===== src/rtl/squarer_arbiter.sv =====
// -----------------------------------------------------------------------------
// squarer_arbiter
//
// Shares one external signed 40x40 squarer (80-bit result) between N
// requesters. A round-robin arbiter grants one requester per cycle through a
// valid/ready handshake. The accepted operand is registered onto sq_dataa.
// A tag {valid, id} travels alongside the operand through a shift register
// that matches the squarer latency, so the returning square can be captured
// and labelled with its requester index.
//
// Parameters
//   N    number of requesters (2..16)
//   LAT  pipeline latency of the attached squarer in cycles (0 = combinational)
//   IDW  width of the requester index, must equal ceil(log2(N))
//
// Ports
//   clock      rising-edge clock
//   reset      synchronous active-high reset
//   enable     1 = new grants allowed; in-flight ops always complete
//   req_valid  per-requester request valid                     [N]
//   req_data   per-requester signed operand, slot i at [40*i+:40]
//   req_ready  one-hot grant (combinational)                  [N]
//   sq_dataa   registered operand driven to the squarer       [40]
//   sq_result  square returned by the squarer                 [80]
//   res_valid  one-cycle strobe per accepted op
//   res_id     requester index of the result                  [IDW]
//   res_data   registered signed square                       [80]
//   busy       1 while any accepted op has not produced res_valid
// -----------------------------------------------------------------------------
module squarer_arbiter #(
  parameter int N   = 4,
  parameter int LAT = 0,
  parameter int IDW = 2
) (
  input  logic             clock,
  input  logic             reset,
  input  logic             enable,
  input  logic [N-1:0]     req_valid,
  input  logic [N*40-1:0]  req_data,
  output logic [N-1:0]     req_ready,
  output logic [39:0]      sq_dataa,
  input  logic [79:0]      sq_result,
  output logic             res_valid,
  output logic [IDW-1:0]   res_id,
  output logic [79:0]      res_data,
  output logic             busy
);

  localparam int DATA_W = 40;
  localparam int RES_W  = 2 * DATA_W;

  // Index arithmetic modulo N. N need not be a power of two, so the wrap is
  // done explicitly instead of relying on IDW-bit overflow.
  function automatic logic [IDW-1:0] wrap_idx(input logic [IDW-1:0] base,
                                              input int             off);
    int s;
    s = int'(base) + off;
    if (s >= N) s = s - N;
    return s[IDW-1:0];
  endfunction

  // Round-robin pointer: highest-priority index for the next arbitration.
  logic [IDW-1:0] ptr_q;

  // Grant decode
  logic [N-1:0]               grant;
  logic [IDW-1:0]             gnt_idx;
  logic [IDW-1:0]             scan_idx;
  logic                       found;
  logic                       accept;
  logic signed [DATA_W-1:0]   gnt_data;

  // Issue stage
  logic signed [DATA_W-1:0]   dataa_p0;

  // Tag pipeline, depth LAT+1, aligned with the squarer pipeline
  logic [LAT:0]               tag_vld_p;
  logic [IDW-1:0]             tag_id_p [LAT:0];

  // Result stage
  logic                       vld_p1;
  logic [IDW-1:0]             id_p1;
  logic signed [RES_W-1:0]    data_p1;

  // Scan N slots starting at the pointer; the first valid one wins. Grants
  // depend on req_valid in the same cycle, so requesters must not loop
  // req_valid back from req_ready.
  always_comb begin
    grant    = '0;
    gnt_idx  = '0;
    scan_idx = '0;
    found    = 1'b0;
    if (enable) begin
      for (int k = 0; k < N; k++) begin
        scan_idx = wrap_idx(ptr_q, k);
        if (!found && req_valid[scan_idx]) begin
          found          = 1'b1;
          grant[scan_idx] = 1'b1;
          gnt_idx        = scan_idx;
        end
      end
    end
  end

  // A grant is only raised on a valid slot, so any grant bit is a handshake.
  assign accept   = |grant;
  assign gnt_data = $signed(req_data[gnt_idx*DATA_W +: DATA_W]);

  always_ff @(posedge clock) begin
    if (reset) begin
      ptr_q <= '0;
    end else if (accept) begin
      ptr_q <= wrap_idx(gnt_idx, 1);
    end
  end

  // ---- stage p0: operand issue to the squarer ----
  // The operand holds between accepts so the squarer input stays quiet.
  always_ff @(posedge clock) begin
    if (reset) begin
      dataa_p0 <= '0;
    end else if (accept) begin
      dataa_p0 <= gnt_data;
    end
  end

  // ---- tag pipeline: p0 .. pLAT, tracks each op through the squarer ----
  always_ff @(posedge clock) begin
    if (reset) begin
      tag_vld_p <= '0;
      for (int i = 0; i <= LAT; i++) begin
        tag_id_p[i] <= '0;
      end
    end else begin
      tag_vld_p[0] <= accept;
      tag_id_p[0]  <= gnt_idx;
      for (int i = 1; i <= LAT; i++) begin
        tag_vld_p[i] <= tag_vld_p[i-1];
        tag_id_p[i]  <= tag_id_p[i-1];
      end
    end
  end

  // ---- stage p1: result capture when a valid tag leaves the pipeline ----
  // id/data hold between results so the bus stays stable for the consumer.
  always_ff @(posedge clock) begin
    if (reset) begin
      vld_p1  <= 1'b0;
      id_p1   <= '0;
      data_p1 <= '0;
    end else begin
      vld_p1 <= tag_vld_p[LAT];
      if (tag_vld_p[LAT]) begin
        id_p1   <= tag_id_p[LAT];
        data_p1 <= $signed(sq_result);
      end
    end
  end

  assign req_ready = grant;
  assign sq_dataa  = dataa_p0;
  assign res_valid = vld_p1;
  assign res_id    = id_p1;
  assign res_data  = data_p1;
  assign busy      = |tag_vld_p;

endmodule


===== config.mk =====
export PLATFORM = sky130hd
export DESIGN_NAME = squarer_arbiter
export DESIGN_NICKNAME = d
export VERILOG_FILES = /design/src/rtl/squarer_arbiter.sv
export SDC_FILE = /design/constraint.sdc
export NUM_CORES = 1
export LEC_CHECK = 0
export BUFFER_PORTS_ARGS = -buffer_cell sky130_fd_sc_hd__buf_4
export CELL_PAD_IN_SITES_DETAIL_PLACEMENT = 2
export CELL_PAD_IN_SITES_GLOBAL_PLACEMENT = 2
export CORE_MARGIN = 8
export CORE_UTILIZATION = 26
export CTS_BUF_LIST = sky130_fd_sc_hd__clkbuf_4 sky130_fd_sc_hd__clkbuf_8 sky130_fd_sc_hd__clkbuf_16
export DETAILED_ROUTE_END_ITERATION = 10
export PLACE_DENSITY_LB_ADDON = 0.1
export RECOVER_POWER = 100
export SLEW_MARGIN = 20
export SYNTH_ARGS = -nofsm -noshare
export SYNTH_HDL_FRONTEND = slang
export SYNTH_SLANG_ARGS = --single-unit

===== constraint.sdc =====
create_clock -name clock -period 6.3 [get_ports clock]
set_input_delay 0.315 -clock clock [delete_from_list [all_inputs] [get_ports clock]]
set_output_delay 0.315 -clock clock [all_outputs]
set_load 0.05 [all_outputs]

== After elaboration in Yosys (flattened, before gate mapping) ==
Memories as Yosys holds them, arrays and structs flattened. A register that Yosys moved wholly into a read port is not among the register bits.
Cells that the tools add are included.
Operators by class
  bitwise operators: 3
  reduce and logical (&&, ||, !) cells: 12
  order comparisons: 13
  shift operators: 1
  add/subtract/negate cells: 9
  multipliers: 1
  mux-type cells: 49
Operator list (number)
  indexed part select 160 x 9 -> 40 bit: 1
  2-to-1 mux 4 bit: 8
  2-to-1 mux 2 bit: 15
  2-to-1 mux 1 bit: 18
  greater-or-equal comparator 3 bit (second input constant): 4
  less-than comparator 2 x 3 -> 1 bit (second input constant): 4
  OR 4 bit: 3
  subtractor 2 x 1 -> 2 bit (second input constant): 5
  binary-select mux 1 bit (select 2 bit): 4
  demux 1 bit (select 2 bit): 4
  greater-or-equal comparator 2 x 1 -> 1 bit (second input constant): 4
  logical AND 1 bit: 7
  adder 2 x 1 -> 3 bit (second input constant): 2
  adder 2 x 2 -> 3 bit (second input constant): 2
  multiplier 2 x 3 -> 5 bit (second input constant): 1
  OR reduction 4 bit: 1
  greater-or-equal comparator 2 x 3 -> 1 bit (second input constant): 1
  logical NOT 1 bit: 3
  OR reduction 2 bit: 1
Word-level totals
  word-level logic and storage cells: 94
  output and inout port bits: 128
  bits of input ports: 247
  register bits after elaboration: 124
  bits in writable memories: 2
  memories: 1
Memories
  tag_id_p: words 1, width 2, read ports 1, clocked after Yosys merged registers in 1, wr ports 1, line 78  | logic [IDW-1:0] tag_id_p [LAT:0];

== Depth between registers and ports, before layout ==
  depth after elaboration: 22
  gate-level depth with buffers: 11
  depth with buffers taken out: 8

== Least setup slack after synthesis ==
OpenSTA, ideal clock, no wires.
  kind: flip-flop to output port
  start: register ptr_q[0]
  end: output port req_ready[0]
  setup slack: 2.856 ns
  arrival time: 3.129 ns
  required time: 5.985 ns
  path buffers: 2
  stages on the path, launching flop included: 10
  cells stage by stage: dfxtp_1 > inv_1 > ha_1 > buf_6 > or3b_1 > a2111o_1 > nand2_1 > buf_2 > nand2_1 > a21oi_1
Between the ends
  longest elaborated chain between the ends: 19
  elaborated cells on any way between the ends: 70
  classes of those cells: add/sub (7); order compare (12); mux (38); bitwise (3); reduce/logical (10)
Ends and longest elaborated chain
  start: declaration: line 63  | logic [IDW-1:0] ptr_q;
  start signal: assignment: line 113  | ptr_q <= wrap_idx(gnt_idx, 1);
  parallel branches: the longest is 17 deep, another holds adder 2 x 1 -> 3 bit
  2-to-1 mux 4 bit (*): line 96  | if (!found && req_valid[scan_idx]) begin
  2-to-1 mux 4 bit (*): line 93  | if (enable) begin
  end: declaration: line 40  | output logic [N-1:0] req_ready,
Every way passes the cells marked *. The select of a mux whose other input is x is not followed.

== Worst setup path after layout ==
  start: register ptr_q[0]
  end: register dataa_p0[29] (netlist: sq_dataa[29])
Between the ends
  longest elaborated chain between the ends: 21
  elaborated cells on any way between the ends: 78
  classes of those cells: add/sub (7); mul (1); order compare (12); shift (1); mux (43); bitwise (3); reduce/logical (11)
Ends and longest elaborated chain
  greater-or-equal comparator 2 x 3 -> 1 bit / subtractor 2 x 1 -> 2 bit (equally long branches): line 58  | if (s >= N) s = s - N;
  2-to-1 mux 2 bit: line 58
  2-to-1 mux 2 bit: line 93
  binary-select mux 1 bit (select 2 bit): line 96
  2-to-1 mux 1 bit (implied by the code): line 96
  2-to-1 mux 1 bit: line 96
  2-to-1 mux 1 bit: line 93
  logical NOT 1 bit: line 96
  [... 5 more ...]
  2-to-1 mux 1 bit: line 96
  2-to-1 mux 1 bit: line 93
  logical NOT 1 bit: line 96
  logical AND 1 bit: line 96
  2-to-1 mux 2 bit: line 96
  2-to-1 mux 2 bit: line 93
  multiplier 2 x 3 -> 5 bit: line 107  | assign gnt_data = $signed(req_data[gnt_idx*DATA_W +: DATA_W]);
  indexed part select 160 x 9 -> 40 bit: line 107
  end signal: assignment: line 123  | dataa_p0 <= gnt_data;
  end: declaration: line 74  | logic signed [DATA_W-1:0] dataa_p0;
Parallel ways exist; a longest one is shown, timed or not. The select of a mux whose other input is x is not followed.
A chain may end at the register's enable or synchronous reset.

==> run summary <==
The run finished, with violations left. The final reports fail on capacitance limit, slew limit. The floorplan has between 50 and 60 rows.

The total of warnings raised by yosys is 0. The worst register-to-register path has a depth of 9. At the end of routability-driven placement, the weighted congestion stood at about 0.76. The worst max-slew margin expressed relative to the limit is -124%. The mean post-synth cell area came out at between 8 and 9 sq um. The final critical-path required period is approximately 4900 ps. The part of the Yosys area used for sequential elements came out at about two fifths. The cell count after synthesis is 740. The initial DRC count is between 200 and 250. The multiplexer share of the synthesized area came out at between 10% and 20%.

The xor-xnor portion of the synthesized cell area came out at 0%. The number of nets in the final layout came out at roughly 1.3k. The arrival time of data at the critical path endpoint came out at ~5300 ps. The HPWL after detailed placement came out at ~24,000 um.

The first-pass iteration count of the detailed router is 5. At the later pin of the worst-skew pair, clock insertion delay measures roughly 420 ps. In the final routed layout, each cell accounts on average for about 23 um. The distinct cell type count of the synthesized netlist is 46. The critical path in this run is classified as flip-flop to flip-flop. The register-to-register setup slack is about 1400 ps. The static leakage came out at 4.09 nW.

Clock tree synthesis selected as its root buffer the cell sky130_fd_sc_hd__clkbuf_16. The final routed wirelength across all metal layers came out at about 32,000 um. The fraction of layout instances using a drive strength above 1 came out at between 20% and 30%.

The die covers just over 30,000 sq um. The initial antenna violation count was 6. In this run the worst path has a maximum fanout of 23.

The wire length of the first global-routing pass came out at 48,300 um. The number of global-route vias before repair is a little under 8k. The final number of max-transition violations is 120. After clock tree synthesis, the flow added hold-fix buffers numbering 0. The number of clock sinks seen by CTS is around 130.

The via density per instance is 4.95. The total core area came out at 25,000 sq um. The max capacitance violation total is 3. The endpoint identified for the worst register-to-register timing path is sq_dataa[29]. The total congestion overflow is 0. The number of cells upsized or downsized after cts is 0. Entering global routing, the biggest net connects 87 pins.

The floorplan step set the die width to roughly 170 um. The number of levels in the clock H-tree came out at 4. The share of the clock period used by the worst path came out at 78.3%. The die height came out at 175 um.

The CTS clock-pin slew for the worst setup and hold paths came out at 70 ps. The slew of the pin with the lowest slew margin came out at between 3000 and 4000 ps. The compound-cell area share of the yosys netlist is approximately a quarter. The net count after synthesis is roughly 1,000. The worst register-to-register path begins at ptr_q[0]. By area, the combinational part of the netlist is dominated by compound AO/OA/AOI/OAI gates.

In this run the worst setup path begins at ptr_q[0]. In the global route stage, overall resource usage came out at 20.3%. The total of buffers placed on input and output ports came out at ~370. Setup violations remaining at the end of the flow were counted as 0. Setup repair after global routing left no endpoint under its margin. The final routed DRC violation total came out at 0.

Among all flip-flop cells after synthesis, the most frequent one is sky130_fd_sc_hd__dfxtp_1. The maximum root-to-sink buffer count is 2. The worst hold path begins at sq_result[69]. The maximum clock skew at final layout is 18.3 ps. Buffers added to address setup during post-CTS repair amount to 0. The endpoint type of the worst setup path is a flip-flop. The total standard cell area after synthesis came out at between 6000 and 7000 sq um. The number of buffers added by the clock tree synthesis step came out at 17. The final worst hold slack came out at about 130 ps. The worst vdd rail ir drop is ~0.17 mV.

The simple logic cell fraction of the synthesized area is 10.2%. The power density relative to cell area came out at around 370 nW/um^2. The tightest min-delay check is of the input port to flip-flop type. The number of enable-type register cells in the synthesized netlist came out at 0. Counting instances, the worst hold path has a depth of 3. The worst setup path is launched from a flip-flop. The clock tree from TritonCTS is done. The growth of design area from synthesis to finish came out at 47.5%.

The count of nets left with antenna violations once routing finished came out at 0. Of the total synthesized cell area, the portion taken by full adders, half adders and majority gates is 1.53%. The post-synthesis sequential element count is 128.

The worst hold endpoint is res_data[69]. The hold violation total from the final report is 0. The number of placed I/O pins came out at roughly 380. For the worst setup path, the data required time is 6650 ps. The via count came out at about 7.0k.

The final sum of negative setup slack is 0 ps. The peak clock frequency supported by timing came out at about 200 MHz. After synthesis, the share of flip-flops with an asynchronous set or reset is 0%. The effective utilization at floorplan came out at around a quarter.
[area by class of cell]
class                           instances  area [sq um]
Inverter                               87           327
Fill cell                            2929         15300
Multi-Input combinational cell        454          3370
Timing Repair Buffer                  383          2410
Antenna cell                            5          12.5
Clock inverter                         14           141
Tap cell                              330           413
Sequential cell                       128          2560
Clock buffer                           18           439
[per-layer routing]
| layer | vias to the layer above | GRT usage, % | share of wire, % |
|---|---|---|---|
| li1 | 3335 | - | - |
| met3 | 25 | 7.53 | 7.8 |
| met4 | 4 | 5.33 | 1.3 |
| met5 | - | 0 | 0.099 |
| met1 | 3403 | 22.5 | 41 |
| met2 | 253 | 36.0 | 50 |
[state kept, by name (all words and copies together) (netlist names)]
name,count
res_valid,1
busy,1
res_data,80
tag_id_p,2
res_id,2
sq_dataa,40
ptr_q,2
[where the power goes]
group	total [mW]	switching, mW	internal [mW]
Sequential	1.05	0.111	0.935
Combinational	1.49	1.04	0.457
Clock	0.993	0.427	0.567
[synth_stat cells, types with 2 or more instances]
cell                       number  area [sq um]
sky130_fd_sc_hd__a21oi_1        7          35.0
sky130_fd_sc_hd__a31o_2         2          17.5
sky130_fd_sc_hd__mux2_2         4          45.0
sky130_fd_sc_hd__o22ai_1        4          25.0
sky130_fd_sc_hd__nand2_1       52           195
sky130_fd_sc_hd__ha_1           8           100
sky130_fd_sc_hd__inv_1         86           323
sky130_fd_sc_hd__buf_1          7          26.3
sky130_fd_sc_hd__and2_1         2          12.5
sky130_fd_sc_hd__mux4_2         3          67.6
sky130_fd_sc_hd__dfxtp_1      128          2560
sky130_fd_sc_hd__a32o_1        40           400
sky130_fd_sc_hd__o221ai_1      40           350
sky130_fd_sc_hd__a211o_1        2          17.5
sky130_fd_sc_hd__clkbuf_1      44           165
sky130_fd_sc_hd__nor3b_1        6          45.0
sky130_fd_sc_hd__o211ai_1      81           608
sky130_fd_sc_hd__mux2i_1       86           861
sky130_fd_sc_hd__buf_6          5          56.3
sky130_fd_sc_hd__nor2_1        88           330
sky130_fd_sc_hd__nor3_1         2          10.0
sky130_fd_sc_hd__a21o_1         4          30.0
sky130_fd_sc_hd__buf_2         15          75.1
sky130_fd_sc_hd__nand2b_1       2          12.5
[cell families after synthesis]
| kind of cell | count (synthesis) |
|---|---|
| compound gates | 192 |
| simple gates | 161 |
| buf+inv | 158 |
| flops | 128 |
| mux | 93 |
| fa+ha+maj | 8 |
[worst max-delay path, stage by stage, from the launching register on]
cell and delay, ps:
sky130_fd_sc_hd__dfxtp_1 770, sky130_fd_sc_hd__inv_1 350, sky130_fd_sc_hd__ha_1 500, sky130_fd_sc_hd__or3b_1 410
sky130_fd_sc_hd__a2111o_1 420, sky130_fd_sc_hd__and2_0 240, sky130_fd_sc_hd__o2111a_1 330, sky130_fd_sc_hd__a211oi_2 1350
sky130_fd_sc_hd__buf_12 280, sky130_fd_sc_hd__a32o_1 170
[layout by cell type, fill, tap and decap left out, types with 17 or more instances in the layout]
| cell | count |
|---|---|
| sky130_fd_sc_hd__dfxtp_1 | 128 |
| sky130_fd_sc_hd__a32o_1 | 40 |
| sky130_fd_sc_hd__inv_1 | 86 |
| sky130_fd_sc_hd__o211ai_1 | 81 |
| sky130_fd_sc_hd__o221ai_1 | 40 |
| sky130_fd_sc_hd__nor2_1 | 87 |
| sky130_fd_sc_hd__clkbuf_16 | 17 |
| sky130_fd_sc_hd__nand2_1 | 51 |
| sky130_fd_sc_hd__clkbuf_1 | 128 |
| sky130_fd_sc_hd__buf_4 | 254 |
| sky130_fd_sc_hd__mux2i_1 | 86 |
[per-stage QoR]
stage          std cells  power, mW  util (%)  instance area [sq um]  worst slack, ps
2_1_floorplan        740       2.10         -                   6560             2860
3_3_place_gp        1382       2.65      38.4                   9590             1940
4_1_cts             1414       3.69      40.7                  10200             1780
5_1_grt             1417       3.72      38.7                   9670             1090
6_report            1419       3.53      38.7                   9670             1370
3_5_place_dp        1382       2.68      38.4                   9590             1830
[worst max-delay path by stage]
stage / to / slack (ps)
6_report: sq_dataa[29] / 1370
5_1_grt: sq_dataa[2] / 1090
4_1_cts: sq_dataa[32] / 1780
3_5_place_dp: sq_dataa[32] / 1830
3_3_place_gp: sq_dataa[24] / 1940
2_1_floorplan: req_ready[0] / 2860
(Power assumes the default switching activity.)
